==> src/rtl/aux_req_arbiter.sv <==
// AUX channel request arbiter: grants one requester at a time, issues its transaction and
// retries on NACK/DEFER/timeout. Define AUX_ARB_ROUND_ROBIN_EN for round-robin arbitration.
module aux_req_arbiter #(
  parameter int unsigned NUM_REQ   = 4,
  parameter int unsigned ADDR_W    = 20,
  parameter int unsigned LEN_W     = 8,
  parameter int unsigned RETRY_MAX = 7
) (
  input  logic                      clk,
  input  logic                      rst_n,
  input  logic [NUM_REQ-1:0]        req_vld,
  input  logic [2*NUM_REQ-1:0]      req_cmd,
  input  logic [ADDR_W*NUM_REQ-1:0] req_address,
  input  logic [LEN_W*NUM_REQ-1:0]  req_len,
  input  logic [1:0]                reply_ack,
  input  logic                      reply_ack_vld,
  input  logic                      timer_timeout,
  output logic [NUM_REQ-1:0]        req_gnt,
  output logic [NUM_REQ-1:0]        req_done,
  output logic [NUM_REQ-1:0]        req_failed,
  output logic                      ctrl_tr_vld,
  output logic [1:0]                ctrl_msg_cmd,
  output logic [ADDR_W-1:0]         ctrl_msg_address,
  output logic [LEN_W-1:0]          ctrl_msg_len,
  output logic                      ctrl_native_retrans,
  output logic [2:0]                ctrl_owner_id,
  output logic                      ctrl_busy
);

  localparam int unsigned CntW = (RETRY_MAX < 1) ? 1 : $clog2(RETRY_MAX + 1);
  localparam logic [CntW-1:0] CntMax = CntW'(RETRY_MAX);
  localparam int NumReq = int'(NUM_REQ);

  localparam logic [1:0] StIdle  = 2'd0;
  localparam logic [1:0] StIssue = 2'd1;
  localparam logic [1:0] StWait  = 2'd2;

  logic [1:0]         state_q, state_d;
  logic [2:0]         owner_q, owner_d;
  logic [CntW-1:0]    cnt_q, cnt_d;
  logic [1:0]         cmd_q, cmd_d;
  logic [ADDR_W-1:0]  addr_q, addr_d;
  logic [LEN_W-1:0]   len_q, len_d;
  logic [NUM_REQ-1:0] done_q, done_d;
  logic [NUM_REQ-1:0] failed_q, failed_d;
  // Blocks arbitration for the single IDLE cycle after reset or after a done/failed pulse.
  logic               hold_q, hold_d;

  logic               win_vld;
  logic [2:0]         win_id;
  logic [1:0]         win_cmd;
  logic [ADDR_W-1:0]  win_addr;
  logic [LEN_W-1:0]   win_len;
  logic               grant;

`ifdef AUX_ARB_ROUND_ROBIN_EN
  logic [2:0] rr_ptr_q;
  int         rr_dist;
  int         rr_best;

  // Winner is the requester at the smallest circular distance past the last grant.
  always_comb begin
    win_vld = 1'b0;
    win_id  = '0;
    rr_best = NumReq + 1;
    rr_dist = 0;
    for (int i = 0; i < NumReq; i++) begin
      rr_dist = (i > int'(rr_ptr_q)) ? (i - int'(rr_ptr_q)) : (i + NumReq - int'(rr_ptr_q));
      if (req_vld[i] && (rr_dist < rr_best)) begin
        rr_best = rr_dist;
        win_vld = 1'b1;
        win_id  = 3'(i);
      end
    end
  end

  always_ff @(posedge clk or negedge rst_n) begin
    if (!rst_n) begin
      rr_ptr_q <= 3'(NumReq - 1);
    end else if (grant) begin
      rr_ptr_q <= win_id;
    end
  end
`else
  always_comb begin
    win_vld = 1'b0;
    win_id  = '0;
    for (int i = NumReq - 1; i >= 0; i--) begin
      if (req_vld[i]) begin
        win_vld = 1'b1;
        win_id  = 3'(i);
      end
    end
  end
`endif

  always_comb begin
    win_cmd  = '0;
    win_addr = '0;
    win_len  = '0;
    for (int i = 0; i < NumReq; i++) begin
      if (win_id == 3'(i)) begin
        win_cmd  = req_cmd[2*i +: 2];
        win_addr = req_address[ADDR_W*i +: ADDR_W];
        win_len  = req_len[LEN_W*i +: LEN_W];
      end
    end
  end

  assign grant = (state_q == StIdle) && win_vld && !hold_q;

  always_comb begin
    state_d  = state_q;
    owner_d  = owner_q;
    cnt_d    = cnt_q;
    cmd_d    = cmd_q;
    addr_d   = addr_q;
    len_d    = len_q;
    done_d   = '0;
    failed_d = '0;
    hold_d   = 1'b0;
    req_gnt  = '0;
    unique case (state_q)
      StIdle: begin
        if (grant) begin
          req_gnt = NUM_REQ'(1) << win_id;
          owner_d = win_id;
          cmd_d   = win_cmd;
          addr_d  = win_addr;
          len_d   = win_len;
          cnt_d   = '0;
          state_d = StIssue;
        end
      end
      StIssue: state_d = StWait;
      StWait: begin
        // A reply outranks a simultaneous timeout; any non-ACK code counts as a failed attempt.
        if (reply_ack_vld && (reply_ack == 2'b00)) begin
          done_d  = NUM_REQ'(1) << owner_q;
          hold_d  = 1'b1;
          state_d = StIdle;
        end else if (reply_ack_vld || timer_timeout) begin
          if (cnt_q < CntMax) begin
            cnt_d   = cnt_q + CntW'(1);
            state_d = StIssue;
          end else begin
            failed_d = NUM_REQ'(1) << owner_q;
            hold_d   = 1'b1;
            state_d  = StIdle;
          end
        end
      end
      default: state_d = StIdle;
    endcase
  end

  always_ff @(posedge clk or negedge rst_n) begin
    if (!rst_n) begin
      state_q  <= StIdle;
      owner_q  <= '0;
      cnt_q    <= '0;
      cmd_q    <= '0;
      addr_q   <= '0;
      len_q    <= '0;
      done_q   <= '0;
      failed_q <= '0;
      hold_q   <= 1'b1;
    end else begin
      state_q  <= state_d;
      owner_q  <= owner_d;
      cnt_q    <= cnt_d;
      cmd_q    <= cmd_d;
      addr_q   <= addr_d;
      len_q    <= len_d;
      done_q   <= done_d;
      failed_q <= failed_d;
      hold_q   <= hold_d;
    end
  end

  assign req_done            = done_q;
  assign req_failed          = failed_q;
  assign ctrl_tr_vld         = (state_q == StIssue);
  assign ctrl_native_retrans = (state_q == StIssue) && (cnt_q != '0);
  assign ctrl_busy           = (state_q != StIdle);
  assign ctrl_owner_id       = owner_q;
  assign ctrl_msg_cmd        = cmd_q;
  assign ctrl_msg_address    = addr_q;
  assign ctrl_msg_len        = len_q;

endmodule

==> config.mk <==
export PLATFORM = sky130hd
export DESIGN_NAME = aux_req_arbiter
export DESIGN_NICKNAME = d
export VERILOG_FILES = /design/src/rtl/aux_req_arbiter.sv
export SDC_FILE = /design/constraint.sdc
export NUM_CORES = 1
export LEC_CHECK = 0
export ABC_AREA = 0
export CORE_UTILIZATION = 38
export DETAILED_ROUTE_END_ITERATION = 12
export PLACE_DENSITY = 0.87
export SYNTH_ARGS = -nofsm -noshare
export SYNTH_HDL_FRONTEND = slang
export SYNTH_SLANG_ARGS = --single-unit
==> constraint.sdc <==
create_clock -name clk -period 2.1 [get_ports clk]
set_clock_uncertainty 0.1 [all_clocks]
set_input_delay 0.315 -clock clk [delete_from_list [all_inputs] [get_ports clk]]
set_output_delay 0.315 -clock clk [all_outputs]
set_load 0.02 [all_outputs]
# Word-level counts from Yosys, hierarchy flattened
# Cells that the tools add are included.
# word_totals
register_bits	47
latch_bits	0
ramBits	0
romBits	0
input_bits	130
output_inout_bits	48
word_cells	80
memories	0
# classes
addsub	1
n_mul	0
n_div	0
magnitude_cmp	1
n_eq_ne	10
shift	2
muxes	42
bitwise	0
n_reduce_logical	15
# op_table
cell	count
$mux W20	4
$mux W4	8
$mux W8	4
$mux W3	7
$mux W2	8
$mux W1	9
$ne A2 B2 Y1 const B	4
$shl A1 B3 Y4 const A	2
$eq A3 B2 Y1 const B	2
$pmux W2 S3	1
$pmux W3 S2	1
$reduce_and A5 Y1	1
$logic_and A1 B1 Y1	4
$logic_not A2 Y1	2
$reduce_and A2 Y1	2
$reduce_bool A2 Y1	2
$add A3 B1 Y3 const B	1
$eq A3 B1 Y1 const B	1
$logic_not A3 Y1	1
$lt A3 B3 Y1 const B	1
$ne A3 B3 Y1 const B	1
$reduce_bool A3 Y1	1
$eq A2 B1 Y1 const B	1
$eq A2 B2 Y1 const B	1
2 further kinds	2

# Longest topological paths before layout
# depth
depth_word	9
ltp_mapped	6
depth_no_buf	4

# Least setup slack after synthesis
# Ideal clock, no wire load.
# synth_timing
kind	register -> output
start	register state_q[1]
end	output ctrl_native_retrans
arrival_time_ps	1397
required_time_ps	1685
setup_slack_ps	288
path_stages_with_launch	3
path_cell_list	dfrtp_1 -> nor2b_1 -> a21boi_0
# synth_between
elab_chain_cells	2
# synth_rtl
item	line_no	source
start, declared	38	logic [1:0] state_q, state_d;
start signal, assigned	159	state_q <= StIdle;
start signal, assigned	169	state_q <= state_d;
$eq A2 B1 Y1	-	
net ctrl_tr_vld	21	output logic ctrl_tr_vld,
$logic_and A1 B1 Y1	184	assign ctrl_native_retrans = (state_q == StIssue) && (cnt_q != '0);
end, declared	25	output logic ctrl_native_retrans,
# The timed path passes the listed nets, and every way through them passes these cells.

# Worst setup path in the final report
# layout_timing
start	register state_q[1]
end	output req_gnt[2]
# layout_between
elab_chain_cells	5
# layout_rtl
item	line_no	source
$logic_not A2 Y1 *	110, 123	
$logic_and A1 B1 Y1 (2 in a row)	110	assign grant = (state_q == StIdle) && win_vld && !hold_q;
$mux W4	125	if (grant) begin
$mux W4 *	123	unique case (state_q)
end, declared	18	output logic [NUM_REQ-1:0] req_gnt,
# Mark *: on every way between the ends. The rest lies on a longest branch, timed or not.

==> flow_summary_export.csv <==
group,metric,value,unit
power_and_ir_drop,power.density,974.9,mW/mm2
timing,tightest_slew,0.5283,ns
floorplanning,die_area,0.008023,mm2
floorplanning,die_x,89.57,um
drt,routed_wl,10.86,mm
worst_setup_path,cp_max_fo,6,
global_route,grt_usage,0.2668,
clock_network,cts-root-buf,"clkbuf_8",
timing,fmax,500.8,MHz
floorplanning,start_util,0.3975,
synthesis,syn-cell-area,0.002914,mm2
clock_network,h-tree-depth,2,
worst_setup_path,cp.arrival,1.58,ns
drt,via_count,3562,
clock_network,cts_buffers,5,
power_and_ir_drop,total_power,0.004880,W
global_route,grt_pass1_wl,16.36,mm
drt,drc,0,
final_layout,area_delta_synth_final,71.79,%
worst_setup_path,r2r_end,"cnt_q[0]",
drt,postRouteAntennaNets,0,
drt,wire_per_inst,17.21,um
outcome,outcome,"complete, no violations",
synthesis,synth_warnings,0,
floorplanning,core,0.007331,mm2
floorplanning,rows,31,
final_layout,diodes,0,
power_and_ir_drop,p_leak,1.963,nW
synthesis,synth_fp_nets,482,
synthesis,syn_inst,350,
worst_setup_path,reg2reg_depth,6,
drt,drt_iter0_markers,241,
global_route,grt_pass1_vias,3544,
synthesis,synth.distinct_cells,34,
global_route,grt_max_degree,32,
worst_setup_path,cp-endpoint,"req_gnt[2]",
final_layout,fin_nets,663,
worst_setup_path,r2r_slack,0.30,ns
floorplanning,die_h,89.57,um
placed_design,io_buffer_count,176,
worst_setup_path,critPathRequiredTime,1.68,ns
clock_network,post_cts_buffers,0,
global_route,antenna_found_initial,0,
timing,fin_crit_sh,0.9508,
placed_design,numPlacedInstances,622,
synthesis,synth-seq-cells,46,
clock_network,clockBufferDepth,2,
timing,slew_viol_final,0,
worst_setup_path,critPathLaunchType,"flip-flop",
global_route,overflow,0,
timing,setup_viol,0,
final_layout,finalNonFillerCells,631,
drt,vias_per_cell,5.645,
worst_setup_path,criticalPathCategory,"reg -> out",
timing,grt_setup_unrepaired,"no",
timing,slew_headroom,0.6478,
worst_setup_path,cp-end-kind,"output pin",
placed_design,place.gp.congestion,0.7654,
min_path,hold_depth,2,
clock_network,cts.sinks,46,
worst_setup_path,critical_path.startpoint,"state_q[1]",
drt,dr.pass1.iters,5,
timing,hold_viol,0,
synthesis,syn_avg_cell_area,8.326,um2
worst_setup_path,rr_startpoint,"state_q[1]",
flow_run,drv_cap,0,
final_layout,final_common_cell,"clkdlybuf4s50_1",
power_and_ir_drop,ir_drop,764.3,uV
timing,fin_crit,1.997,ns
clock_network,cts.clk_slew.worst_paths,0.09,ns
clock_network,clk_latency,0.30,ns
final_layout,drive_gt1_frac,0.09398,
final_layout,final_cell_mix,"clkdlybuf4s50_1 (167), nand2_1 (63), dfrtp_1 (45), nand2b_1 (33), a21oi_1 (33)",
min_path,hold_class,"reg -> reg",
floorplanning,num_io_pins,178,
placed_design,hpwl,8.140,mm
synthesis,yosysSeqAreaShare,0.3954,
clock_network,cts_tree,"yes",
==> synthesized netlist by cell type <==
library cell | count | area share
nor2_1 | 10 | 0.013
nor3_1 | 7 | 0.012
nand3_1 | 2 | 0.0034
or3b_2 | 1 | 0.0030
conb_1 | 1 | 0.0013
buf_2 | 14 | 0.024
inv_1 | 6 | 0.0077
a221oi_1 | 30 | 0.090
nand2b_1 | 33 | 0.071
mux2_2 | 1 | 0.0039
dfstp_2 | 1 | 0.0090
or2_2 | 1 | 0.0021
o311ai_0 | 1 | 0.0030
a21o_1 | 1 | 0.0026
and3_1 | 1 | 0.0021
clkbuf_1 | 19 | 0.024
o21ai_0 | 31 | 0.053
and2b_1 | 1 | 0.0026
o41ai_4 | 1 | 0.0094
o221ai_1 | 30 | 0.090
buf_4 | 1 | 0.0026
a22o_1 | 2 | 0.0060
a21oi_1 | 33 | 0.057
nor4_1 | 2 | 0.0043
and2_1 | 3 | 0.0064
nor3_4 | 1 | 0.0056
a21boi_0 | 1 | 0.0026
nand2_1 | 63 | 0.081
dfrtp_1 | 45 | 0.39
or3_1 | 1 | 0.0021
ha_1 | 2 | 0.0086
or2_1 | 1 | 0.0021
nor2b_1 | 2 | 0.0043
o41ai_1 | 1 | 0.0030
==> worst max-delay path, stage by stage, from the launching register on <==
cell and delay (ns):
dfrtp_1 0.46, or2_1 0.26, nor3_1 0.22, clkdlybuf4s15_1 0.34
==> logic make-up after synthesis <==
logic type                 count (synthesis)  share of synthesized area
muxes                                      1                   0.003864
AOI/OAI and AO/OA                        131                     0.3169
buffers and inverters                     40                    0.05883
adders and majority gates                  2                   0.008586
DFF                                       46                     0.3955
and+or+nand+nor                          129                     0.2151
other                                      1                   0.001287
==> per-layer routing <==
layer	wire, um	track usage	vias up
met5	0	0	-
met4	160	0.08225	0
met3	823	0.05119	21
met2	5618	0.5014	189
met1	4259	0.3037	1694
li1	-	-	1658
==> through the flow <==
stage	utilization	hold slack [ns]	instance area [um2]	setup WS, ns	setup TNS [ns]
after global placement	0.6682	0.2240	4898	-0.3332	-5.676
after CTS	0.6822	0.4089	5001	0.001393	0
after global routing	0.6829	0.4335	5006	0.01881	0
final	0.6829	0.4048	5006	0.1033	0
after detailed placement	0.6682	0.2224	4898	-0.3085	-7.805
after floorplan	-	-0.08059	2914	0.2878	0
==> cell type report <==
cell class / instances / area, um2
multi-input combinational: 264 / 1598
tap: 99 / 123.9
clock buffer: 5 / 68.82
fill: 594 / 2325
clock inverter: 3 / 25.02
inverter: 6 / 22.52
timing repair buffer: 208 / 2016
sequential: 46 / 1152
==> state kept, by name, summed over array words and instances (netlist names) <==
name and count:
state_q 2, req_done 4, hold_q 1, cnt_q 3
ctrl_owner_id 2, ctrl_msg_cmd 2, ctrl_msg_len 8, ctrl_msg_address 20
req_failed 4
==> power breakdown <==
group | switching, W | total [W] | internal, W
clock | 0.000333 | 0.000574 | 0.000241
sequential | 0.000264 | 0.00149 | 0.00123
combinational | 0.00146 | 0.00281 | 0.00135
==> repair_timing <==
action                                  4_1_cts  5_1_grt
endpoints found under the setup margin        6        6
hold buffers                                  1        0
gates resized for setup                      11        2
endpoints found under the hold margin        19        0
==> worst min path at each step <==
stage | startpoint | to
after floorplan | rst_n | cnt_q[0]
after global placement | rst_n | ctrl_msg_cmd[1]
after detailed placement | rst_n | ctrl_msg_cmd[1]
after CTS | ctrl_msg_address[8] | ctrl_msg_address[8]
after global routing | ctrl_msg_address[8] | ctrl_msg_address[8]
final | ctrl_msg_address[8] | ctrl_msg_address[8]
Power figures use the tool's default switching activity.
